==> src/rtl/sr_seq_pkg.sv <==
// Shared definitions for the sequential right shifter: FSM state encodings and fill modes.
package sr_seq_pkg;

  typedef enum logic [1:0] {
    S_IDLE  = 2'd0,
    S_SHIFT = 2'd1,
    S_DONE  = 2'd2
  } state_t;

  localparam logic LOGICAL = 1'b0;
  localparam logic ARITH   = 1'b1;

endpackage

==> src/rtl/sr_1.sv <==
// Combinational 1-bit right shifter, gate-level: s=1 gives {fill, a[WIDTH-1:1]}, s=0 passes a.
module sr_1 #(
  parameter int WIDTH = 4
) (
  input  logic [WIDTH-1:0] a,
  input  logic             fill,
  input  logic             s,
  output logic [WIDTH-1:0] y
);

  logic             s_n;
  logic [WIDTH-1:0] src;
  logic [WIDTH-1:0] keep;
  logic [WIDTH-1:0] move;

  assign src = {fill, a[WIDTH-1:1]};

  not u_not_1 (s_n, s);

  // Per bit: y = (a & ~s) | (src & s)
  for (genvar i = 0; i < WIDTH; i++) begin : g_bit
    and u_and_keep (keep[i], a[i], s_n);
    and u_and_move (move[i], src[i], s);
    or  u_or_1     (y[i], keep[i], move[i]);
  end

endmodule

==> src/rtl/sr_seq.sv <==
// Sequential right shifter: latches an operand on start and shifts it right one bit per clock,
// zero- or sign-filled, with a start/busy/done handshake.
module sr_seq
  import sr_seq_pkg::*;
#(
  parameter int WIDTH = 4,
  parameter int AMT_W = 2
) (
  input  logic             clk,
  input  logic             rst,
  input  logic             start,
  input  logic [WIDTH-1:0] a,
  input  logic [AMT_W-1:0] amt,
  input  logic             arith,
  output logic             busy,
  output logic             done,
  output logic [WIDTH-1:0] y
);

  // state   | meaning
  // S_IDLE  | waiting for start
  // S_SHIFT | shifting y right once per clock, count = shifts remaining
  // S_DONE  | one-cycle result strobe; start here is accepted back-to-back

  state_t           state, state_nxt;
  logic [AMT_W-1:0] count, count_nxt;
  logic             fill, fill_nxt;
  logic [WIDTH-1:0] y_nxt;
  logic [WIDTH-1:0] y_sh;
  logic             shift_en;
  logic             accept;

  assign shift_en = (state == S_SHIFT);

  sr_1 #(.WIDTH(WIDTH)) u_sr_1 (
    .a    (y),
    .fill (fill),
    .s    (shift_en),
    .y    (y_sh)
  );

  always_ff @(posedge clk or posedge rst) begin
    if (rst) begin
      state <= S_IDLE;
      count <= '0;
      fill  <= 1'b0;
      y     <= '0;
    end else begin
      state <= state_nxt;
      count <= count_nxt;
      fill  <= fill_nxt;
      y     <= y_nxt;
    end
  end

  always_comb begin
    state_nxt = state;
    count_nxt = count;
    fill_nxt  = fill;
    y_nxt     = y_sh;
    busy      = 1'b0;
    done      = 1'b0;
    accept    = 1'b0;

    case (state)
      S_IDLE: accept = start;
      S_SHIFT: begin
        busy      = 1'b1;
        count_nxt = count - 1'b1;
        if (count == AMT_W'(1)) state_nxt = S_DONE;
      end
      S_DONE: begin
        done   = 1'b1;
        accept = start;
        if (!start) state_nxt = S_IDLE;
      end
      default: state_nxt = S_IDLE;
    endcase

    // Sign bit is sampled only here, so later shifts never re-read it.
    if (accept) begin
      y_nxt     = a;
      count_nxt = amt;
      fill_nxt  = (arith == ARITH) & a[WIDTH-1];
      state_nxt = (amt != '0) ? S_SHIFT : S_DONE;
    end
  end

endmodule

==> config.mk <==
export PLATFORM = sky130hd
export DESIGN_NAME = sr_seq
export DESIGN_NICKNAME = d
export VERILOG_FILES = /design/src/rtl/sr_seq_pkg.sv /design/src/rtl/sr_1.sv /design/src/rtl/sr_seq.sv
export SDC_FILE = /design/constraint.sdc
export NUM_CORES = 1
export LEC_CHECK = 0
export CORE_AREA = 2 2 39 41
export DETAILED_ROUTE_END_ITERATION = 7
export DIE_AREA = 0 0 41 43
export PLACE_DENSITY = 0.79
export SETUP_SLACK_MARGIN = 0.2
export SYNTH_ARGS = -nofsm -noshare
export SYNTH_HDL_FRONTEND = slang
export SYNTH_SLANG_ARGS = --single-unit
export TNS_END_PERCENT = 30
==> constraint.sdc <==
create_clock -name clk -period 2.4 [get_ports clk]
set_input_delay 0.48 -clock clk [delete_from_list [all_inputs] [get_ports clk]]
set_output_delay 0.48 -clock clk [all_outputs]
set_load 0.05 [all_outputs]
==> run_results.csv <==
group,metric,value,unit
global_routing,gr-max-usage-layer,"met2",
floorplan,die_h,43,µm
timing,timing.fmax,0.510,GHz
routing,vias,413,
layout,post-route-util,0.515,
logic_synthesis,ys_seq_area_frac,0.406,
place,portBuffers,15,
power_and_ir_drop,combinationalPowerShare,0.559,
setup_path,reg2reg_slack,1150,ps
layout,drive_gt1_frac,0.277,
logic_synthesis,synth.most_common_cell,"dfrtp_1",
setup_path,endpoint_kind,"primary output",
floorplan,coreArea,1380,µm²
floorplan,pin_count,16,
hold_path,hp-class,"in2async",
cts,h-tree-depth,1,
routing,vias_per_cell,5.10,
setup_path,cp.depth,1,
setup_path,worst_ep_arrival_time,1480,ps
floorplan,start_util,0.401,
routing,wl_per_cell,12.9,µm
cts,clock_latency,270,ps
power_and_ir_drop,p_leak,0.310,nW
layout,fin_nets,77,
cts,cts_buffers,3,
setup_path,worstPathRequired,1920,ps
routing,drc,0,
logic_synthesis,synth_top_area_cell,"dfrtp_1",
cts,cts_hold_buffers,0,
logic_synthesis,ys_ff_latch,9,
timing,setup_tns,0,ps
cts,cts_setup_buffers,0,
floorplan,die_w,41,µm
setup_path,critPathMaxStageDelay,820,ps
cts,cts.sinks,9,
setup_path,crit_end,"y[2]",
setup_path,crit_family,"buffers and inverters",
global_routing,antenna_found_initial,0,
power_and_ir_drop,total_power,0.00105,W
global_routing,overflow,0,
logic_synthesis,synth_cells,49,
logic_synthesis,syn_avg_cell_area,11.3,µm²
floorplan,die_area,1760,µm²
cts,clkTransAtPathRegs,60,ps
logic_synthesis,synth_area_leaders,"dfrtp_1 (41%), a211oi_2 (9.0%), mux2i_1 (7.2%)",
setup_path,crit_buf_inv,1,
cts,cts-root-buf,"clkbuf_4",
global_routing,grtUsageTotal,0.135,
timing,setup_viol,0,
setup_path,critPathLaunchType,"flip-flop",
logic_synthesis,syn_area,554,µm²
cts,cts_resized,0,
layout,synthToLayoutAreaGrowth,28.7,%
layout,final_area,713,µm²
routing,drt_first_pass_iters,4,
routing,ant_nets,0,
global_routing,grt_max_degree,15,
timing,rsz0062_at_grt,"no",
power_and_ir_drop,power.density,1480,nW/µm²
timing,fin_crit_sh,0.817,
timing,period_minus_slack,1960,ps
setup_path,slowest_stage,"clkdlybuf4s50_1",
timing,tightest_slew,672,ps
routing,totalWireLength,1050,µm
routing,drt_iter0_drc,6,
cts,clockBufferDepth,2,
logic_synthesis,synth_warnings,0,
global_routing,met3_usage,0.0314,
logic_synthesis,synth_flop_cell,"dfrtp_1",
power_and_ir_drop,p_clk_frac,0.113,
setup_path,path_cells,"clkdlybuf4s50_1",
timing,drv_slew,0,
timing,skew,3.08,ps
setup_path,worstReg2RegStart,"count[0]",
setup_path,reg2regPathDepth,4,
place,place_area,686,µm²
layout,fill_cells,135,
place,place_congestion,0.727,
place,hpwlAfterDp,783,µm
setup_path,cp_max_fo,4,
global_routing,grtUsageMet2,0.194,
logic_synthesis,synth-edff-count,0,
power_and_ir_drop,switchingPower,0.000504,W
timing,hold_ws,468,ps
power_and_ir_drop,seqPwrFrac,0.327,
logic_synthesis,async_flop_share,1.00,
global_routing,grt_pass1_vias,388,
logic_synthesis,syn_nets,60,
cts,cts_tree,"built",
setup_path,path_class,"reg2out",
outcome,outcome,"completed",
floorplan,rows,14,
global_routing,grtUsageMet1,0.166,
power_and_ir_drop,intPower,0.000551,W
layout,insertedDiodeCount,0,
power_and_ir_drop,vdd_drop_max,599,µV
timing,hold_viol_final,0,
logic_synthesis,ys_types,22,
run,cap_violations,0,
logic_synthesis,yosysTopAreaCellShare,0.406,
timing,slew_headroom,0.552,
setup_path,r2r-end,"count[1]",
power_and_ir_drop,swShare,0.478,
global_routing,grt_pass1_wl,1560,µm
==> power by group through the flow <==
stage / sequential [W] / clock [W] / combinational (W)
finish: 0.000345 / 0.000119 / 0.000590
floorplan: 0.000409 / 0 / 0.000397
global placement: 0.000343 / 0 / 0.000580
global route: 0.000357 / 0.000130 / 0.000633
detailed placement: 0.000347 / 0 / 0.000595
CTS: 0.000343 / 0.000127 / 0.000597
==> cells in the final DEF, fill, tap and decap left out, drive strengths merged, types with 2 or more instances in the layout <==
cell           instances
nor2b                  5
inv                    3
dfrtp                  9
clkdlybuf4s50         13
buf                    2
a211oi                 4
nand3                  2
mux2i                  4
clkbuf                 3
nand2b                 2
nand2                  4
a21oi                  4
==> worst min-delay path by stage <==
stage,from,slack [ps],cells past startpoint,endpoint
3_3_place_gp,fill,450,2,fill
5_1_grt,rst,510,2,asynchronous set/reset pin
2_1_floorplan,rst,310,1,asynchronous set/reset pin
3_5_place_dp,fill,470,2,fill
4_1_cts,rst,470,2,asynchronous set/reset pin
6_report,rst,470,2,asynchronous set/reset pin
==> per-stage QoR <==
stage / setup slack [ps] / cells
2_1_floorplan: 976 / 49
3_3_place_gp: 625 / 77
3_5_place_dp: 591 / 77
4_1_cts: 427 / 81
5_1_grt: 388 / 81
6_report: 438 / 81
==> cells by family (layout without fill, tap and decap cells) <==
family / after synthesis / in the layout / share of synthesized area
buffers and inverters: 6 / 22 / 0.0813
DFF: 9 / 9 / 0.406
xor gates and xnor gates: 1 / 1 / 0.0158
adders and majority gates: 1 / 1 / 0.0226
muxes: 5 / 5 / 0.0993
AOI/OAI and AO/OA: 12 / 12 / 0.203
and+or+nand+nor: 15 / 15 / 0.172
==> cell type report <==
type                    count  area [µm²]  share of cell area
multi-input cells          34         284               0.398
flip-flops and latches      9         225               0.316
repair buffers             15         145               0.204
clock buffers               3        22.5              0.0316
well taps                  16        20.0              0.0281
inverters                   3        11.3              0.0158
clock inverters             1        5.00             0.00702
==> metal layers <==
metal	part of all wire	routed length (µm)
met2	0.46	479
met5	0	0
met3	0.061	64
met4	0.032	34
met1	0.45	469
Power figures use the tool's default switching activity.
==> patch 1, RTL diff (same settings) <==
Make the reset (`rst`) synchronous in one clocked block.
--- a/src/rtl/sr_seq.sv
+++ b/src/rtl/sr_seq.sv
@@ -39,7 +39,7 @@
     .y    (y_sh)
   );
 
-  always_ff @(posedge clk or posedge rst) begin
+  always_ff @(posedge clk) begin
     if (rst) begin
       state <= S_IDLE;
       count <= '0;
Formal check against the unedited RTL: differs if rst is asserted again (counterexample within 4 cycles, from zero or initial values and one cycle with rst high); with rst held inactive, the same outputs for 10 cycles.
==> patch 1 against the original RTL <==
Area after synthesis down 24%. Routed wire length down 25%. Largest cell class unchanged. Sequential cell count unchanged. Cell count shrank 3.7%. Cell area down 16%. Hold slack worse by 0.0075 ns. Worst setup slack got worse by 0.087 ns. Register-to-register slack improved by 0.12 ns.
Power is not compared: it rests on default switching activity, and its combinational part moved more than twofold at a synthesized area within 25%.
==> patch 1: results <==
export IMPL_drt_total_wl_um=790
export IMPL_gp_congestion=0.800
export IMPL_grt_usage=0.113
export IMPL_holdWs_ns=0.461
export IMPL_drive_above_1_share=0.145
export IMPL_grt_max_degree=10
export IMPL_synth_cell_types=21
export IMPL_regToRegSetupSlack_ns=1.27
export IMPL_dp_hpwl_um=592
export IMPL_top_layer="met3"
export IMPL_grt_antenna_before_repair=0
export IMPL_synth_area_per_cell_um2=9.19
export IMPL_synthArstFlopShare=0
export IMPL_status="finished clean"
export IMPL_slowest_delay_ns=0.79
export IMPL_worstPathArrival_ns=1.57
export IMPL_postPlaceCellArea_um2=569
export IMPL_synthDominantCellAreaShare=0.426
export IMPL_route_met2_wl_um=368
export IMPL_nets=74
export IMPL_netlist_top_cells_area="dfxtp_1 (43%), a22oi_1 (8.9%), a21oi_1 (8.3%)"
export IMPL_worst_pin_slew_ns=0.533
export IMPL_synth_common_cells="dfxtp_1 (9), a21oi_1 (7), nand3_1 (6), a22oi_1 (5)"
export IMPL_grt_pass1_vias=307
export IMPL_worstReg2RegStart="state[0]$_SDFFE_PP0P_"
export IMPL_seq_area_frac_synth=0.426
export IMPL_hold_path_class="flop to flop"
export IMPL_r2r_end="count[1]$_SDFFE_PP0P_"
export IMPL_cts_root_buffer="clkbuf_4"
export IMPL_insertion_delay_ns=0.25
export IMPL_drt_iter0_drc=7
export IMPL_place_ws_ns=0.520
export IMPL_wl_met1_um=359
export IMPL_final_cells=78
export IMPL_p_leak_nw=0.239
export IMPL_syn_nets=57
export IMPL_vias=382
export IMPL_skew_ns=0.00149
export IMPL_route_met3_wl_um=61
export IMPL_clockBufferDepth=2
export IMPL_reg2regPathDepth=3
export IMPL_grt_pass1_wl_mm=1.28
export IMPL_min_period_over_period=0.854
patch 1: layer usage:
layer  vias up  GRT usage
met5         -          0
met4         0     0.0400
met3         0     0.0785
met2        12      0.141
met1       174      0.149
li1        196          -
patch 1: cell families after synthesis:
| logic type | count (synthesis) | synth area share |
|---|---|---|
| adders and majority gates | 1 | 0.0296 |
| AOI/OAI and AO/OA | 15 | 0.234 |
| and+or+nand+nor | 15 | 0.219 |
| DFF | 9 | 0.426 |
| buffers and inverters | 6 | 0.0917 |
patch 1: power groups by stage:
stage	clock, mW	sequential (mW)	combinational, mW
global route	0.128	0.172	0.118
floorplan	0	0.189	0.0600
global placement	0	0.173	0.110
detailed placement	0	0.173	0.110
finish	0.113	0.170	0.110
CTS	0.117	0.170	0.111
patch 1: critical path: cells and delay by family (launching register included):
family        cells  cell delay, ns
simple gates      1            0.20
buf+inv           1            0.79
flops             1            0.33
patch 1: worst max path at each step:
stage	depth (start not counted)	startpoint	to
detailed placement	4	start	flop
CTS	3	state[1]$_SDFFE_PP0P_	busy
global placement	4	start	flop
floorplan	3	state[1]$_SDFFE_PP0P_	busy
global route	2	state[0]$_SDFFE_PP0P_	done
finish	2	state[0]$_SDFFE_PP0P_	done
patch 1: final cells by class:
class	instances	area, um2	share of cell area
tap	16	20.0	0.0335
sequential	9	180	0.301
clock buffer	4	26.3	0.0439
multi-input combinational	31	204	0.341
inverter	2	7.51	0.0126
timing repair buffer	16	160	0.268
patch 1: timing repair:
item | CTS | global route
gates resized for setup | 0 | 1
hold buffers | 0 | 0
setup endpoints to repair | 0 | 1
==> patch 2, RTL diff (same settings) <==
Made on the original files. Set the parameter `AMT_W` to 4 (it was 2).
--- a/src/rtl/sr_seq.sv
+++ b/src/rtl/sr_seq.sv
@@ -4,7 +4,7 @@
   import sr_seq_pkg::*;
 #(
   parameter int WIDTH = 4,
-  parameter int AMT_W = 2
+  parameter int AMT_W = 4
 ) (
   input  logic             clk,
   input  logic             rst,
Interface: changed (resized amt); port bits go from 16 to 18. No check against the original RTL was run, so the function may have changed too.
==> patch 2 against the original RTL <==
Worst setup slack worse by 0.16 ns. Routed wire length is 13% higher. Critical path depth is 2 higher. Core utilization is 4.5 points higher. Power is 4.0% higher. Fmax is 7.5% lower. Die area stayed put. Combinational power is 6.3% higher. Sequential cell count is 2 higher. Largest power group unchanged. Area after synthesis is 1.4% lower. Cell area is 8.8% higher. Sequential share of layout area is 3.9 points higher.
==> patch 2: results <==
export IMPL_avgViaCountPerCell=5.60
export IMPL_worst_pin_slew_ns=0.495
export IMPL_synth_xor_area_share=0
export IMPL_netlist_top_cells_area="dfrtp_1 (50%), a22oi_1 (5.5%), ha_1 (4.6%)"
export IMPL_route_met3_wl_um=78
export IMPL_cp_max_fo=2
export IMPL_seq_area_frac_synth=0.503
export IMPL_wl_met1_um=491
export IMPL_ir_worst_vdd_mv=0.527
export IMPL_syn_nets=68
export IMPL_grt_pass1_wl_mm=2.07
export IMPL_io_buffers=17
export IMPL_synth_fa_ha_area_frac=0.0458
export IMPL_nets=91
export IMPL_worstPathArrival_ns=1.64
export IMPL_synth_compound_area_frac=0.174
export IMPL_worstReg2RegStart="count[1]$_DFFE_PP0P_"
export IMPL_grt_pass1_vias=514
export IMPL_gp_congestion=0.793
export IMPL_p_leak_nw=0.353
export IMPL_muxShareOfSynthArea=0.0183
export IMPL_cts_setup_buffers=0
export IMPL_synthArstFlopShare=1.00
export IMPL_routedWlPerCell_um=12.9
export IMPL_drive_above_1_share=0.0921
export IMPL_regToRegSetupSlack_ns=1.00
export IMPL_hp_start="fill$_DFFE_PP0P_"
export IMPL_status="finished clean"
export IMPL_grt_max_degree=12
export IMPL_grt_usage=0.174
export IMPL_hold_path_class="flop to flop"
export IMPL_dp_hpwl_um=923
export IMPL_holdWs_ns=0.479
export IMPL_reg2regPathDepth=3
export IMPL_skew_ns=0.00207
export IMPL_drt_iter0_drc=12
export IMPL_route_met2_wl_um=600
## patch 2: cell types whose count changed after synthesis, sizes merged, moves of 3 or more
cell / before / now
a21oi: 4 / 0
a211oi: 4 / 0
a22oi: 1 / 4
nor2b: 5 / 2
mux2i: 4 / 1
a221o: 0 / 3
nand3: 2 / 5
## patch 2: worst max-delay path: stages, from the launching register on
cell and delay [ns]:
dfrtp_1 0.37, nand2b_1 0.16, clkinv_1 0.06, clkdlybuf4s50_1 0.79
## patch 2: layout make-up
| type | count | area (um2) |
|---|---|---|
| timing repair buffer | 20 | 193 |
| clock buffer | 4 | 26.3 |
| fill | 128 | 608 |
| inverter | 4 | 15.0 |
| multi-input combinational | 37 | 246 |
| sequential | 11 | 275 |
| tap | 16 | 20.0 |
## patch 2: metal layers
metal  global-route usage  up-vias
li1                     -      242
met1                0.194      248
met2                0.288       23
met3               0.0471        2
met4               0.0800        0
met5                    0        -
## patch 2: worst max path at each step
| stage | from | to | cells after the start |
|---|---|---|---|
| finish | state[1]$_DFFE_PP0P_ | busy | 3 |
| CTS | state[1]$_DFFE_PP0P_ | busy | 3 |
| detailed placement | start | count[1]$_DFFE_PP0P_ | 4 |
| global route | state[1]$_DFFE_PP0P_ | busy | 3 |
| global placement | start | count[1]$_DFFE_PP0P_ | 4 |
| floorplan | state[0]$_DFFE_PP0P_ | count[3]$_DFFE_PP0P_ | 4 |
## patch 2: kinds of logic after synthesis
logic type / after synthesis
adder cells (fa/ha/maj): 2
buffers and inverters: 6
flip-flops: 11
AND/OR/NAND/NOR: 23
multiplexers: 1
AO/OA/AOI/OAI: 11
## patch 2: where the power goes
group	total [mW]	internal [mW]	switching, mW
Combinational	0.627	0.266	0.360
Sequential	0.347	0.276	0.0710
Clock	0.124	0.0643	0.0593
Total	1.10	0.607	0.491
## patch 2: metrics by stage
| step | setup WS (ns) | instance area [um2] | cells | util | total power [mW] |
|---|---|---|---|---|---|
| finish | 0.278 | 776 | 92 | 0.561 | 1.10 |
| global route | 0.217 | 776 | 92 | 0.561 | 1.18 |
| CTS | 0.265 | 776 | 92 | 0.561 | 1.11 |
| floorplan | 0.772 | 547 | 54 | - | 0.773 |
| detailed placement | 0.503 | 749 | 88 | 0.542 | 0.981 |
| global placement | 0.547 | 749 | 88 | 0.542 | 0.963 |
